**src/rtl/mul_seq_ctrl_if.sv**
```systemverilog
// Operand/product handshake bundle for the radix-4 sequential multiplier.
interface mul_seq_ctrl_if #(parameter int WIDTH = 32);
  logic                 in_valid;
  logic                 in_ready;
  logic [WIDTH-1:0]     a;
  logic [WIDTH-1:0]     b;
  logic                 out_valid;
  logic                 out_ready;
  logic [2*WIDTH-1:0]   product;
  logic                 busy;

  modport master (output in_valid, a, b, out_ready,
                  input  in_ready, out_valid, product, busy);
  modport slave  (input  in_valid, a, b, out_ready,
                  output in_ready, out_valid, product, busy);
endinterface

```
**src/rtl/mul_seq_ctrl.sv**
```systemverilog
// Radix-4 iterative unsigned multiplier sequencer: one add-shift per cycle, WIDTH/2 cycles.
// Optional MUL_SEQ_EARLY_TERM_EN: stop once the remaining multiplier bits are zero.
module mul_seq_ctrl #(
  parameter int WIDTH = 32,
  parameter int CNT_W = 5
) (
  input  logic          clk,
  input  logic          rst_n,
  mul_seq_ctrl_if.slave bus
);
  typedef enum logic [1:0] {IDLE, BUSY, DONE} state_t;

  state_t             state, state_nxt;
  logic [WIDTH-1:0]   a_q, m_q, hi_q, lo_q;
  logic [CNT_W-1:0]   cnt_q;
  logic [2*WIDTH-1:0] prod_q, prod_n;
  logic [WIDTH+1:0]   pp, sum;
  logic [WIDTH-1:0]   hi_n, lo_n;
  logic               last;

  // hi stays below a, so hi + 3a < 2^(WIDTH+2): the sum never overflows.
  always_comb begin
    pp = '0;
    case (m_q[1:0])
      2'd0: pp = '0;
      2'd1: pp = {2'b00, a_q};
      2'd2: pp = {1'b0, a_q, 1'b0};
      2'd3: pp = {2'b00, a_q} + {1'b0, a_q, 1'b0};
      default: pp = '0;
    endcase
    sum  = {2'b00, hi_q} + pp;
    hi_n = sum[WIDTH+1:2];
    lo_n = {sum[1:0], lo_q[WIDTH-1:2]};
  end

`ifdef MUL_SEQ_EARLY_TERM_EN
  // Early exit leaves the low product bits at the top of lo; shift them down.
  always_comb begin
    last   = (cnt_q == CNT_W'(WIDTH/2-1)) || (m_q[WIDTH-1:2] == '0);
    prod_n = {hi_n, lo_n} >> (WIDTH - 2*(int'(cnt_q) + 1));
  end
`else
  always_comb begin
    last   = (cnt_q == CNT_W'(WIDTH/2-1));
    prod_n = {hi_n, lo_n};
  end
`endif

  always_ff @(posedge clk or negedge rst_n) begin
    if (!rst_n) state <= IDLE;
    else        state <= state_nxt;
  end

  always_comb begin
    state_nxt = state;
    case (state)
      IDLE:    if (bus.in_valid)  state_nxt = BUSY;
      BUSY:    if (last)          state_nxt = DONE;
      DONE:    if (bus.out_ready) state_nxt = IDLE;
      default: state_nxt = IDLE;
    endcase
  end

  always_comb begin
    bus.in_ready  = (state == IDLE);
    bus.busy      = (state == BUSY);
    bus.out_valid = (state == DONE);
    bus.product   = prod_q;
  end

  always_ff @(posedge clk or negedge rst_n) begin
    if (!rst_n) begin
      a_q    <= '0;
      m_q    <= '0;
      hi_q   <= '0;
      lo_q   <= '0;
      cnt_q  <= '0;
      prod_q <= '0;
    end else begin
      case (state)
        IDLE: if (bus.in_valid) begin
          a_q   <= bus.a;
          m_q   <= bus.b;
          hi_q  <= '0;
          lo_q  <= '0;
          cnt_q <= '0;
        end
        BUSY: begin
          hi_q  <= hi_n;
          lo_q  <= lo_n;
          m_q   <= m_q >> 2;
          cnt_q <= cnt_q + CNT_W'(1);
          if (last) prod_q <= prod_n;
        end
        default: ;
      endcase
    end
  end
endmodule

```
**src/flat_wrapper.sv**
```systemverilog
// flat-port wrapper written by rule: the top's interface ports become plain ports
module mul_seq_ctrl_flat 
#(
  parameter int WIDTH = 32,
  parameter int CNT_W = 5
)
  (clk, rst_n, bus_in_valid, bus_a, bus_b, bus_out_ready, bus_in_ready, bus_out_valid, bus_product, bus_busy);
  mul_seq_ctrl_if #(.WIDTH(WIDTH)) bus_i ();
  input  logic clk;
  input  logic rst_n;
  input wire logic [$bits(bus_i.in_valid)-1:0] bus_in_valid;
  input wire logic [$bits(bus_i.a)-1:0] bus_a;
  input wire logic [$bits(bus_i.b)-1:0] bus_b;
  input wire logic [$bits(bus_i.out_ready)-1:0] bus_out_ready;
  output wire logic [$bits(bus_i.in_ready)-1:0] bus_in_ready;
  output wire logic [$bits(bus_i.out_valid)-1:0] bus_out_valid;
  output wire logic [$bits(bus_i.product)-1:0] bus_product;
  output wire logic [$bits(bus_i.busy)-1:0] bus_busy;
  assign bus_i.in_valid = bus_in_valid;
  assign bus_i.a = bus_a;
  assign bus_i.b = bus_b;
  assign bus_i.out_ready = bus_out_ready;
  assign bus_in_ready = bus_i.in_ready;
  assign bus_out_valid = bus_i.out_valid;
  assign bus_product = bus_i.product;
  assign bus_busy = bus_i.busy;
  mul_seq_ctrl #(.WIDTH(WIDTH), .CNT_W(CNT_W)) u_core (.clk(clk), .rst_n(rst_n), .bus(bus_i));
endmodule
```
**config.mk**
```make
export PLATFORM = sky130hd
export DESIGN_NAME = mul_seq_ctrl_flat
export DESIGN_NICKNAME = d
export VERILOG_FILES = /design/src/rtl/mul_seq_ctrl_if.sv /design/src/rtl/mul_seq_ctrl.sv /design/src/flat_wrapper.sv
export SDC_FILE = /design/constraint.sdc
export NUM_CORES = 1
export LEC_CHECK = 0
export ABC_AREA = 1
export CELL_PAD_IN_SITES_DETAIL_PLACEMENT = 0
export CELL_PAD_IN_SITES_GLOBAL_PLACEMENT = 1
export CORE_UTILIZATION = 45
export CTS_CLUSTER_SIZE = 12
export DETAILED_ROUTE_END_ITERATION = 6
export DONT_BUFFER_PORTS = 1
export GPL_ROUTABILITY_DRIVEN = 0
export PLACE_DENSITY_LB_ADDON = 0.05
export SLEW_MARGIN = 0
export SYNTH_ARGS = -nofsm -noshare
export SYNTH_HDL_FRONTEND = slang
export SYNTH_SLANG_ARGS = --single-unit
```
**constraint.sdc**
```tcl
create_clock -name clk -period 6.5 [get_ports clk]
set_input_delay 0.65 -clock clk [delete_from_list [all_inputs] [get_ports clk]]
set_output_delay 0.65 -clock clk [all_outputs]
set_load 0.005 [all_outputs]
```
==> flow_summary_export.csv <==
group,metric,value,unit
status,outcome,"finished clean",
yosys,post_synth_instance_area,11600,um^2
finish,final_cell_count_no_fill,1805,
yosys,synth_top_cells_by_count,"sky130_fd_sc_hd__nand2_1 (337), sky130_fd_sc_hd__dfrtp_1 (197), sky130_fd_sc_hd__inv_1 (178), sky130_fd_sc_hd__a21oi_1 (136), sky130_fd_sc_hd__o21ai_0 (106)",
setup_path,r2r_slack,2.29,ns
timing,post-route-worst-setup-slack,2.29,ns
global_routing,grt_use_met2,0.385,
die,dieWidth,163,um
global_routing,grt-ovfl-total,0,
placement,dpl.cell_count,1773,
cts,clk_pin_slew_worst_paths,0.09,ns
global_routing,grt_first_pass_wirelength,52.0,mm
finish,nets,1599,
timing,fmax,0.238,GHz
yosys,synth-async-reset-ratio,1.00,
timing,rsz0062_at_grt,"false",
cts,post_cts_resize_count,0,
yosys,synth_compound_gate_area_share,0.186,
timing,number_of_endpoints_failing_setup_at_the_final_stage,0,
timing,timing.clock.skew,0.0155,ns
cts,cts-buffers-inserted,17,
detailed_routing,via_count_of_the_routed_design,9807,
timing,timing.final.hold_violations,0,
cts,postCtsSetupBuffers,0,
die,fp.dieArea,26500,um^2
worst_hold_path,hold_path_class,"in2async",
detailed_routing,detailedRoute.firstPassIterationCount,4,
cts,cts.sinks,197,
yosys,xor_and_xnor_area_share_after_synthesis,0.0173,
timing,maxSlewHeadroom,0.306,
setup_path,worst_r2r_path_depth,16,
detailed_routing,detail-route-antenna-nets,0,
setup_path,crit-reg2reg-capture,"u_core.bus.product[49]",
detailed_routing,post_drt_via_cell_ratio,5.43,
yosys,yosysUniqueCellTypes,50,
setup_path,cp_max_fo,5,
yosys,post-synth-top-count-cell,"sky130_fd_sc_hd__nand2_1",
detailed_routing,drc_errors,0,
setup_path,critical_path.endpoint_type,"flop",
detailed_routing,route.final.wire_length,32.1,mm
yosys,postSynth.topFlopCell,"sky130_fd_sc_hd__dfrtp_1",
setup_path,critical_path_arrival,4.49,ns
global_routing,grt.total_usage,0.251,
cts,clk_root_buffer_cell,"sky130_fd_sc_hd__clkbuf_16",
yosys,synth_largest_area_cell,"sky130_fd_sc_hd__dfrtp_1",
yosys,seq_area_frac_synth,0.424,
yosys,combinational_family_with_the_most_area_after_synthesis,"simple AND/OR/NAND/NOR gates",
timing,worst-slew-pin-transition,1.04,ns
yosys,mappedNetlistNets,1619,
detailed_routing,detail_route.wl_per_cell,17.8,um
placement,preCtsSetupSlack,2.35,ns
timing,slew_viol_final,0,
global_routing,most_used_routing_layer,"met2",
die,io-pin-count,135,
flow_run,drv_cap,0,
setup_path,critPathRequiredTime,6.78,ns
finish,diodes,0,
yosys,synth_seq_cells,197,
die,coreArea,25300,um^2
cts,number_of_buffers_on_the_longest_clock_path,2,
timing,setup_total_negative_slack,0,ns
yosys,synthMuxAreaShare,0.0107,
yosys,synthSimpleGateAreaFrac,0.212,
global_routing,number_of_global_route_vias_before_repair,9742,
global_routing,antenna_found_initial,0,
cts,tritoncts,"built",
setup_path,worst-setup-path-type,"reg2reg",
timing,period_share,0.648,
die,die_height,163,um
yosys,netlist.area_leader.share,0.424,
timing,finalWorstPathRequiredPeriod,4.21,ns
finish,syn_to_final_growth,7.93,%
yosys,syn-mean-instance-area,7.84,um^2
global_routing,use_met3,0.0545,
cts,clkLatencyLatePin,0.44,ns
yosys,synth_adder_area_share,0.0745,
setup_path,critical_path.startpoint_type,"flop",
setup_path,crit-reg2reg-launch,"u_core.a_q[10]",
setup_path,timing.critical_path.from,"u_core.a_q[10]",
die,start_util,0.460,
finish,layout-drive-gt1-share,0.0610,
yosys,syn-instance-count,1483,
global_routing,gr-usage-met1,0.355,
placement,post-dp-hpwl,23.1,mm
placement,number_of_i_o_port_buffers,0,
yosys,synth.top_cells.by_area,"sky130_fd_sc_hd__dfrtp_1 (42%), sky130_fd_sc_hd__nand2_1 (11%), sky130_fd_sc_hd__ha_1 (7.1%), sky130_fd_sc_hd__a21oi_1 (5.9%), sky130_fd_sc_hd__inv_1 (5.7%)",
die,num_rows,58,
global_routing,pin_count_of_the_biggest_net_entering_global_routing,198,
yosys,synth-edff-count,0,
yosys,synthesis.yosys.warnings,0,
detailed_routing,detailedRoute.firstIterationViolations,695,
cts,ctsHtreeMaxLevel,4,
## cells in the final DEF, fill, tap and decap left out, types with 3 or more instances in the layout
cell                        netlist  routed
sky130_fd_sc_hd__o21bai_1        15      15
sky130_fd_sc_hd__clkinv_8         0       4
sky130_fd_sc_hd__inv_6            0       3
sky130_fd_sc_hd__clkbuf_16        0      17
sky130_fd_sc_hd__nand2_2          8       8
sky130_fd_sc_hd__nor2_2           2       3
sky130_fd_sc_hd__nor2_1         100      99
sky130_fd_sc_hd__inv_1          178     176
sky130_fd_sc_hd__o21ai_1          4       4
sky130_fd_sc_hd__a21o_1           8       8
sky130_fd_sc_hd__nor4_1           4       4
sky130_fd_sc_hd__mux2_2          11      11
sky130_fd_sc_hd__o21ai_0        106     106
sky130_fd_sc_hd__xnor2_1         15      15
sky130_fd_sc_hd__inv_8            0       3
sky130_fd_sc_hd__nor3_1          10      10
sky130_fd_sc_hd__o211ai_1         5       5
sky130_fd_sc_hd__xor2_1           8       8
sky130_fd_sc_hd__inv_2            3       4
sky130_fd_sc_hd__buf_4            0       9
sky130_fd_sc_hd__o22ai_1         66      66
sky130_fd_sc_hd__nand2_1        337     336
sky130_fd_sc_hd__nand3_1         82      82
sky130_fd_sc_hd__nand3_2          3       3
sky130_fd_sc_hd__a21oi_1        136     136
sky130_fd_sc_hd__ha_1            66      66
sky130_fd_sc_hd__or2_2            6       6
sky130_fd_sc_hd__nand3b_1         9       9
sky130_fd_sc_hd__dfrtp_1        197     197
sky130_fd_sc_hd__or2_1            7       7
sky130_fd_sc_hd__o221ai_1        17      17
## worst max-delay path, cell delays in order (launching register included)
cell and delay [ns]:
sky130_fd_sc_hd__dfrtp_1 0.43, sky130_fd_sc_hd__ha_1 0.37, sky130_fd_sc_hd__a21oi_1 0.28, sky130_fd_sc_hd__o21bai_1 0.10, sky130_fd_sc_hd__a21oi_1 0.34, sky130_fd_sc_hd__nand2_2 0.16, sky130_fd_sc_hd__or2_2 0.29, sky130_fd_sc_hd__nand3_1 0.07
sky130_fd_sc_hd__o221ai_1 0.19, sky130_fd_sc_hd__ha_1 0.39, sky130_fd_sc_hd__a21oi_1 0.18, sky130_fd_sc_hd__o21ai_0 0.18, sky130_fd_sc_hd__a21oi_1 0.19, sky130_fd_sc_hd__nand2_2 0.13, sky130_fd_sc_hd__a21oi_1 0.32, sky130_fd_sc_hd__xor2_1 0.30
sky130_fd_sc_hd__o21ai_0 0.12
## worst max-delay path by stage
stage,endpoint
final,u_core.bus.product[49]
after global routing,u_core.bus.product[63]
after CTS,u_core.bus.product[63]
after detailed placement,u_core.bus.product[63]
after global placement,u_core.bus.product[63]
after floorplan,u_core.bus.product[63]
## routing by layer
metal  vias to the layer above  share of wire  wire, um
li1                       4922              -         -
met1                      4662           0.48     15400
met2                       187           0.44     14300
met3                        36          0.057      1850
met4                         0          0.019       625
met5                         -              0         0
## cell type report
class,instances,area (um^2)
fillers,2545,12700
multi-input cells,1055,5830
flip-flops and latches,197,4930
inverters,182,684
clock buffers,17,425
well taps,330,413
clock inverters,14,175
repair buffers,10,95.1
## cells by family after synthesis
logic type / Yosys count
buffers and inverters: 231
adder cells (fa/ha/maj): 68
AND/OR/NAND/NOR: 579
flip-flops: 197
XOR/XNOR: 23
multiplexers: 11
AO/OA/AOI/OAI: 374
## per-stage QoR
step	util	hold slack (ns)	instance area [um^2]
after global placement	0.472	0.358	11900
after CTS	0.497	0.272	12500
final	0.497	0.224	12500
after detailed placement	0.472	0.358	11900
after floorplan	-	0.354	11600
after global routing	0.497	0.268	12500
## sequential cells by signal, indices dropped and copies added (netlist names)
| register | count |
|---|---|
| u_core.lo_q | 30 |
| u_core.bus.product | 64 |
| u_core.a_q | 32 |
| u_core.cnt_q | 5 |
| u_core.m_q | 32 |
| u_core.state | 2 |
| u_core.hi_q | 32 |
## what timing repair did
action,CTS,global route
endpoints found under the setup margin,0,0
hold endpoints to repair,197,0
hold buffers,1,0
Power is left out: the tool's default activity adds up to more than one toggle a clock period on the data nets, which glitch-free logic cannot reach.
